`config.mk`:
```
export PLATFORM = sky130hd
export DESIGN_NAME = m_encoder_kind
export DESIGN_NICKNAME = d
export VERILOG_FILES = /design/src/rtl/p_instruction.sv /design/src/rtl/m_skid_buffer.sv /design/src/rtl/m_encoder_kind.sv
export SDC_FILE = /design/constraint.sdc
export NUM_CORES = 1
export LEC_CHECK = 0
export ABC_CLOCK_PERIOD_IN_PS = 2600
export BUFFER_PORTS_ARGS = -buffer_cell sky130_fd_sc_hd__buf_2
export CAP_MARGIN = 15
export CORE_MARGIN = 2
export CORE_UTILIZATION = 41
export DETAILED_ROUTE_END_ITERATION = 7
export HOLD_SLACK_MARGIN = 0.1
export PLACE_DENSITY_LB_ADDON = 0.05
export SETUP_SLACK_MARGIN = 0.02
export SYNTH_ARGS = -nofsm -noshare
export SYNTH_HDL_FRONTEND = slang
export SYNTH_SLANG_ARGS = --single-unit
```
`constraint.sdc`:
```
create_clock -name clk -period 2.6 [get_ports clk]
set_clock_uncertainty 0.2 [all_clocks]
set_input_delay 0.26 -clock clk [delete_from_list [all_inputs] [get_ports clk]]
set_output_delay 0.26 -clock clk [all_outputs]
set_load 0.05 [all_outputs]
```
`src/rtl/p_instruction.sv`:
```
// Shared instruction-format definitions: kind enumeration, kind nibble constants
// and the encode/decode helpers used by both the encoder and the kind decoder.
package p_instruction;

  typedef enum logic [2:0] {
    KIND_RRR     = 3'd0,
    KIND_MEMORY  = 3'd1,
    KIND_MODEL   = 3'd2,
    KIND_RRI     = 3'd3,
    KIND_CUSTOM  = 3'd4,
    KIND_INVALID = 3'd5
  } e_kind;

  localparam logic [3:0] KIND_NIB_RRR    = 4'b0000;
  localparam logic [3:0] KIND_NIB_MEMORY = 4'b0001;
  localparam logic [3:0] KIND_NIB_MODEL  = 4'b0010;
  localparam logic [1:0] KIND_PFX_RRI    = 2'b01;
  localparam logic [1:0] KIND_PFX_CUSTOM = 2'b11;

  // Returns {valid, nibble}; sub only lands in the nibble for the prefixed kinds.
  function automatic logic [4:0] f_kind_nibble(input e_kind kind, input logic [1:0] sub);
    logic [4:0] r;
    case (kind)
      KIND_RRR:    r = {1'b1, KIND_NIB_RRR};
      KIND_MEMORY: r = {1'b1, KIND_NIB_MEMORY};
      KIND_MODEL:  r = {1'b1, KIND_NIB_MODEL};
      KIND_RRI:    r = {1'b1, KIND_PFX_RRI, sub};
      KIND_CUSTOM: r = {1'b1, KIND_PFX_CUSTOM, sub};
      default:     r = {1'b0, 4'b0000};
    endcase
    return r;
  endfunction

  // Decoder side, built on the same constants so the two cannot drift apart.
  function automatic e_kind f_nibble_kind(input logic [3:0] nib);
    e_kind k;
    if (nib == KIND_NIB_RRR) begin
      k = KIND_RRR;
    end else if (nib == KIND_NIB_MEMORY) begin
      k = KIND_MEMORY;
    end else if (nib == KIND_NIB_MODEL) begin
      k = KIND_MODEL;
    end else if (nib[3:2] == KIND_PFX_RRI) begin
      k = KIND_RRI;
    end else if (nib[3:2] == KIND_PFX_CUSTOM) begin
      k = KIND_CUSTOM;
    end else begin
      k = KIND_INVALID;
    end
    return k;
  endfunction

endpackage

```
`src/rtl/m_skid_buffer.sv`:
```
// Two-entry FIFO-ordered valid/ready buffer with registered in_ready and output;
// the head register keeps its last value when the buffer drains.
module m_skid_buffer #(
  parameter int W = 32
) (
  input  logic         clk,
  input  logic         rst_n,
  input  logic         in_valid,
  output logic         in_ready,
  input  logic [W-1:0] in_data,
  output logic         out_valid,
  input  logic         out_ready,
  output logic [W-1:0] out_data
);

  logic [1:0]   count_r, count_s;
  logic [W-1:0] head_r, head_s, tail_r, tail_s;
  logic         in_ready_r, out_valid_r;
  logic         enq_s, deq_s;

  assign enq_s = in_valid & in_ready_r;
  assign deq_s = out_valid_r & out_ready;

  // Next occupancy and entry contents; the head slot is always the oldest word.
  always_comb begin
    count_s = count_r;
    head_s  = head_r;
    tail_s  = tail_r;
    case (count_r)
      2'd0: begin
        if (enq_s) begin
          head_s  = in_data;
          count_s = 2'd1;
        end else begin
          count_s = 2'd0;
        end
      end
      2'd1: begin
        if (enq_s && deq_s) begin
          head_s = in_data;
        end else if (enq_s) begin
          tail_s  = in_data;
          count_s = 2'd2;
        end else if (deq_s) begin
          count_s = 2'd0;
        end else begin
          count_s = 2'd1;
        end
      end
      2'd2: begin
        if (deq_s) begin
          head_s  = tail_r;
          count_s = 2'd1;
        end else begin
          count_s = 2'd2;
        end
      end
      default: begin
        count_s = 2'd0;
      end
    endcase
  end

  // Buffer state and registered handshake outputs.
  always_ff @(posedge clk or negedge rst_n) begin
    if (!rst_n) begin
      count_r     <= 2'd0;
      head_r      <= {W{1'b0}};
      tail_r      <= {W{1'b0}};
      in_ready_r  <= 1'b0;
      out_valid_r <= 1'b0;
    end else begin
      count_r     <= count_s;
      head_r      <= head_s;
      tail_r      <= tail_s;
      in_ready_r  <= (count_s != 2'd2);
      out_valid_r <= (count_s != 2'd0);
    end
  end

  assign in_ready  = in_ready_r;
  assign out_valid = out_valid_r;
  assign out_data  = head_r;

endmodule

```
`src/rtl/m_encoder_kind.sv`:
```
// Packs (kind, sub, payload) into a 32-bit instruction word, drops unencodable
// kinds with an error pulse, and counts emitted and rejected words.
module m_encoder_kind
  import p_instruction::*;
#(
  parameter int CNT_W = 16
) (
  input  logic             clk,
  input  logic             rst_n,
  input  logic             in_valid,
  output logic             in_ready,
  input  e_kind            in_kind,
  input  logic [1:0]       in_sub,
  input  logic [27:0]      in_payload,
  output logic             out_valid,
  input  logic             out_ready,
  output logic [31:0]      out_instr,
  output logic             err_pulse,
  output logic [CNT_W-1:0] enc_count,
  output logic [CNT_W-1:0] err_count
);

  localparam logic [CNT_W-1:0] CNT_MAX = {CNT_W{1'b1}};
  localparam logic [CNT_W-1:0] CNT_ONE = {{(CNT_W-1){1'b0}}, 1'b1};

  logic [4:0]       nib_s;
  logic [31:0]      word_s;
  logic             accept_s, push_s, reject_s, pop_s;
  logic             err_pulse_r;
  logic [CNT_W-1:0] enc_count_r, err_count_r;

  assign nib_s    = f_kind_nibble(in_kind, in_sub);
  assign word_s   = {nib_s[3:0], in_payload};
  assign accept_s = in_valid & in_ready;
  assign push_s   = accept_s & nib_s[4];
  assign reject_s = accept_s & ~nib_s[4];
  assign pop_s    = out_valid & out_ready;

  m_skid_buffer #(.W(32)) u_skid (
    .clk       (clk),
    .rst_n     (rst_n),
    .in_valid  (push_s),
    .in_ready  (in_ready),
    .in_data   (word_s),
    .out_valid (out_valid),
    .out_ready (out_ready),
    .out_data  (out_instr)
  );

  // Error pulse and saturating emit/reject counters.
  always_ff @(posedge clk or negedge rst_n) begin
    if (!rst_n) begin
      err_pulse_r <= 1'b0;
      enc_count_r <= {CNT_W{1'b0}};
      err_count_r <= {CNT_W{1'b0}};
    end else begin
      err_pulse_r <= reject_s;
      if (pop_s && (enc_count_r != CNT_MAX)) begin
        enc_count_r <= enc_count_r + CNT_ONE;
      end
      if (reject_s && (err_count_r != CNT_MAX)) begin
        err_count_r <= err_count_r + CNT_ONE;
      end
    end
  end

  assign err_pulse = err_pulse_r;
  assign enc_count = enc_count_r;
  assign err_count = err_count_r;

endmodule

```
## Word-level counts from Yosys, hierarchy flattened

Index checks and enable logic that the tools add are counted.

| word-level totals | value |
|---|---|
| register bits after elaboration | 101 |
| latch bits | 0 |
| RAM bits | 0 |
| bits in read-only memories | 0 |
| input port bits | 37 |
| output and inout port bits | 67 |
| word-level logic and storage cells | 49 |
| memories kept | 0 |

| cells by class | value |
|---|---|
| $add $sub $neg | 2 |
| multipliers | 0 |
| divide/modulo/power cells | 0 |
| magnitude comparators | 0 |
| eq/ne operators | 12 |
| shift-type cells | 0 |
| multiplexer cells | 11 |
| bitwise gates (word level) | 7 |
| reduce and logical (&&, ||, !) cells | 9 |

Operator list:

| kind | count |
|---|---|
| 32-bit 2-to-1 mux | 3 |
| 32-bit case mux with 3 select lines | 1 |
| 16-bit by 1-bit adder with 16-bit output, second input constant | 2 |
| 16-bit != test, second input constant | 2 |
| 5-bit case mux with 5 select lines | 1 |
| 3-bit by 2-bit == test with 1-bit output, second input constant | 2 |
| 2-bit 2-to-1 mux | 3 |
| 2-bit case mux with 3 select lines | 1 |
| 1-bit bitwise AND | 5 |
| 2-bit by 1-bit != test with 1-bit output, second input constant | 2 |
| 2-bit != test, second input constant | 2 |
| 4-bit AND reduction | 1 |
| 3-bit by 1-bit == test with 1-bit output, second input constant | 1 |
| 3-bit == test, second input constant | 1 |
| 1-bit logical AND | 3 |
| 3-bit zero test | 1 |
| 3-bit AND reduction | 1 |
| 3-bit nonzero test | 1 |
| 2-bit by 1-bit == test with 1-bit output, second input constant | 1 |
| 2-bit == test, second input constant | 1 |
| 2-bit zero test | 1 |
| 1-bit 2-to-1 mux | 2 |
| 1-bit inverter | 2 |
| 2-bit nonzero test | 1 |

## Depth between registers and ports, before layout

| depth | value |
|---|---|
| depth in word-level cells | 8 |
| mapped depth | 6 |
| depth with buffers taken out | 5 |

## Modules after synthesis

Synthesis repeated with hierarchy kept, for this count alone.

| unflattened totals | value |
|---|---|
| cell total of the unflattened synthesis | 342 |
| area total of the unflattened synthesis | 4865.9 sq um |

By module, submodules not included:

| module | times used | cells each | area each (sq um) |
|---|---|---|---|
| m_skid_buffer | 1 | 191 | 3191.8 |
| m_encoder_kind | 1 | 151 | 1674.1 |

## Worst setup path before layout

No wires, ideal clock.

| timing | value |
|---|---|
| kind | register to register |
| start | reg enc_count_r[0], in the netlist enc_count[0] |
| end | reg enc_count_r[1], in the netlist enc_count[1] |
| setup time | 125 ps |
| arrival | 1867 ps |
| data required time | 2275 ps |
| setup slack | 408 ps |
| stages on the path, launching flop included | 6 |
| cell sequence | dfrtp_1 > ha_1 > nand3_1 > nor3_2 > a21oi_1 > mux2_2 |

| between the ends | value |
|---|---|
| word-level cells in the longest chain between the ends | 2 |
| elaborated cells on any way between the ends | 3 |

RTL lines:

| element | line | RTL |
|---|---|---|
| start: declaration | m_encoder_kind.sv:30 | `logic [CNT_W-1:0] enc_count_r, err_count_r;` |
| start signal: assignment | m_encoder_kind.sv:54 | `enc_count_r <= {CNT_W{1'b0}};` |
| start signal: assignment | m_encoder_kind.sv:59 | `enc_count_r <= enc_count_r + CNT_ONE;` |
| branches (longest 2 deep; another with 16-bit by 1-bit adder with 16-bit output) | -- |  |

Parallel ways; which one is timed is not known.
A chain may end at the register's enable or synchronous reset.

## Worst setup path after layout

| timing | value |
|---|---|
| start | reg enc_count_r[0], in the netlist enc_count[0] |
| end | reg enc_count_r[14], in the netlist enc_count[14] |

Same word-level chain as after synthesis.

==> results by group <==
Status
  – Run status: complete, no violations

Clock tree
  – # Post-CTS Setup Buffers: 0
  – Sink Count: 101
  – Root Driver: clkbuf_16
  – Worst skew pair latency: 0.35 ns
  – CTS tree: yes
  – CTS Hold Bufs: 30
  – CTS max path bufs: 2
  – H-tree levels: 3
  – Post-CTS sizing: 0
  – CTS clk-pin slew, worst paths: 0.07 ns
  – CTS Buf Count: 9

Floorplan
  – Die height: 111.1 um
  – Starting density of the core: 41.51%
  – DIE WIDTH: 111.1 um
  – Io pins: 104
  – Core area: 11,320 um^2
  – FP Rows: 39
  – Die area: 12,330 um^2

Critical path
  – Worst setup path class: flop to flop
  – Worst path buffer plus inverter count: 0
  – CP arrival: 2.11 ns
  – CP cell instances: ha_1 > nand3_1 > nor4_1 > and4bb_2 > a21oi_1
  – Crit-path slowest cell: nor4_1
  – Startpoint class of the critical path: flop
  – Critical Path End Type: flop
  – Family with the most delay on the worst path: simple AND/OR/NAND/NOR gates
  – CP required: 2.63 ns
  – Max Fanout on Critical Path: 6
  – WP depth: 5
  – R2R Path Start: enc_count[0]
  – Worst R2R Path Depth: 5
  – Reg2Reg Setup Slack: 0.52 ns
  – CP startpoint: enc_count[0]
  – CP endpoint: enc_count[14]
  – Critical R2R Capture: enc_count[14]
  – Slowest cell delay on critical path: 0.57 ns

Logic synthesis
  – Register area share after synthesis: 53.78%
  – Mean post-synth cell area: 11.19 um^2
  – #FFs+latches synth: 101
  – Synth Flop Type: dfrtp_1
  – Cells after Synth: 420
  – Netlist cell types: 45
  – FFs w/ async S/R, synth: 100.0%
  – Post-synth EDFFs: 0
  – Synth Net Count: 459
  – Post-Syn Area: 4700 um^2
  – Number of synthesis warnings: 0

Pwr
  – P_int: 3.983 mW
  – Comb pwr share: 44.4%
  – Switch share: 43.08%
  – Sequential power share: 36.6%
  – VDD IR max: 0.7386 mV
  – Clock Power Share: 19.0%
  – P_sw: 3.015 mW
  – Leak pwr: 2.953 nW
  – Cell Pwr Density: 1167 nW/um^2

GRT
  – All-Layer GR Usage: 17.44%
  – First-pass GRT wire length: 17,330 um
  – Initial antenna violation count: 0
  – Largest net degree at the start of global routing: 67
  – Vias in the first global route: 3,534
  – GRT overflow: 0

Timing
  – Fmax: 0.4818 GHz
  – RSZ-0062 raised after global routing: no
  – TNS Setup: 0 ns
  – Final setup fails: 0
  – Endpoints failing hold: 0
  – Post-route minimum period: 2.075 ns
  – Slew margin rel.: 51.92%
  – Worst Tran Pin Value: 0.7212 ns
  – Slew Limit Fails: 0
  – Tcrit/Tclk final: 79.83%

Placement
  – Placed Cells: 660
  – I/O Buffers: 103
  – DP HPWL: 6782 um
  – GPL Wtd Cong: 0.7549

Final layout
  – Synth-to-Final Area Change: 27.58%
  – Final std cells w/o fill: 706
  – Nets: 597
  – Filler cells: 1,012
  – Share of layout cells above drive strength 1: 36.23%
  – # diodes: 0

Drt
  – Final ANT Viol Nets: 0
  – Drt via density: 5.062
  – WL per Instance: 14.45 um
  – Drc violations: 0
  – Initial DRC Count: 229
  – Drt pass-1 iters: 4
  – Routed vias: 3,574
  – Routed WL: 10,210 um

Hold path
  – Hold Startpoint: in_valid
  – Hold crit path type: input port to flop

Job
  – Maxcap violations: 0
## flip-flops by register name, indices dropped and copies added, names as in the netlist
name	count
u_skid.out_valid	1
enc_count	16
u_skid.tail_r	32
u_skid.out_data	32
err_count	16
u_skid.count_r	2
err_pulse	1
u_skid.in_ready	1
## worst reg2reg max path: cells and delay by family, from the launching register on
kind,cells,cell delay (ns)
and+or+nand+nor,3,1.11
DFF,1,0.40
adders and majority gates,1,0.19
AOI/OAI and AO/OA,1,0.06
## cell usage after synthesis (2+ instances only)
| cell | n | area share (%) |
|---|---|---|
| ha_1 | 2 | 0.53 |
| xor2_1 | 15 | 2.8 |
| nand2_1 | 103 | 8.2 |
| buf_6 | 3 | 0.72 |
| nor4_4 | 2 | 0.91 |
| xnor2_1 | 9 | 1.7 |
| a41oi_1 | 2 | 0.37 |
| and3_1 | 6 | 0.80 |
| buf_2 | 5 | 0.53 |
| and4bb_2 | 2 | 0.53 |
| nand4_1 | 9 | 1.2 |
| nor2_1 | 10 | 0.80 |
| nor4_1 | 2 | 0.27 |
| and2_1 | 2 | 0.27 |
| a211oi_1 | 2 | 0.32 |
| dfrtp_1 | 101 | 54 |
| mux2_2 | 64 | 15 |
| nand3_1 | 14 | 1.5 |
| inv_1 | 5 | 0.40 |
| clkbuf_1 | 6 | 0.48 |
| nor3_1 | 4 | 0.43 |
| or3_1 | 3 | 0.40 |
| and4_1 | 3 | 0.56 |
| nor3b_1 | 2 | 0.32 |
| a31oi_1 | 2 | 0.27 |
| o21ai_0 | 9 | 0.96 |
| a21oi_1 | 15 | 1.6 |
## cell type report
cell class / instances / area, um^2 / share of cell area, %
clock buffers: 10 / 229.0 / 3.819
clock inverters: 6 / 63.81 / 1.064
inverters: 5 / 18.77 / 0.3130
multi-input cells: 300 / 2074 / 34.60
flip-flops and latches: 101 / 2527 / 42.15
well taps: 143 / 178.9 / 2.984
repair buffers: 141 / 903.4 / 15.07
## power by group through the flow
stage                     Sequential, mW  Clock (mW)  Combinational [mW]
after floorplan                     3.73           0                1.21
after global placement              2.57           0                3.06
after detailed placement            2.58           0                3.11
after CTS                           2.56        1.38                3.14
after global routing                2.65        1.44                3.32
final                               2.56        1.33                3.11
## cell usage in the layout (no fill, tap or decap), types with 4 or more instances in the layout
master,n
buf_2,102
nor2_1,10
inv_1,5
xor2_1,15
dfrtp_1,101
nor3_1,4
buf_4,7
a21oi_1,15
nand3_1,14
mux2_2,64
dlygate4sd3_1,30
clkbuf_16,9
nand2_1,103
o21ai_0,9
nand4_1,9
xnor2_1,9
and3_1,6
## routing by layer
layer	vias to the layer above	wire length (um)	share of wire, %	track usage [%]
met4	0	228	2.2	7.407
met1	1729	4871	48	23.88
li1	1744	-	-	-
met2	83	4573	45	26.50
met3	18	531	5.2	4.429
met5	-	0	0	0
## metrics by stage
step	cell area, um^2	total power [mW]	utilization [%]	hold slack (ns)	worst slack (ns)
floorplan	4700	4.940	-	-0.2356	0.4081
global placement	5403	5.624	47.72	0.05773	0.6048
detailed placement	5403	5.691	47.72	0.05893	0.5263
CTS	5996	7.087	52.96	0.1220	0.5261
global route	5996	7.413	52.96	0.1739	0.3799
finish	5996	6.999	52.96	0.1287	0.5245
## cell families (layout without fill, tap and decap cells)
family	after synthesis	count (layout)	share of synthesized area [%]
and+or+nand+nor	172	172	18.00
DFF	101	101	53.78
muxes	65	65	15.58
AOI/OAI and AO/OA	37	37	5.511
xor gates and xnor gates	24	24	4.473
buffers and inverters	19	162	2.130
adders and majority gates	2	2	0.5324
## worst min-delay path by stage
stage / endpoint / slack (ns) / cells after the start
detailed placement: u_skid.tail_r[5] / 0.06 / 1
finish: err_pulse / 0.13 / 3
global placement: u_skid.tail_r[5] / 0.06 / 1
CTS: err_pulse / 0.12 / 3
floorplan: enc_count[0] / -0.24 / 0
global route: err_pulse / 0.17 / 3
(Power assumes the default switching activity.)
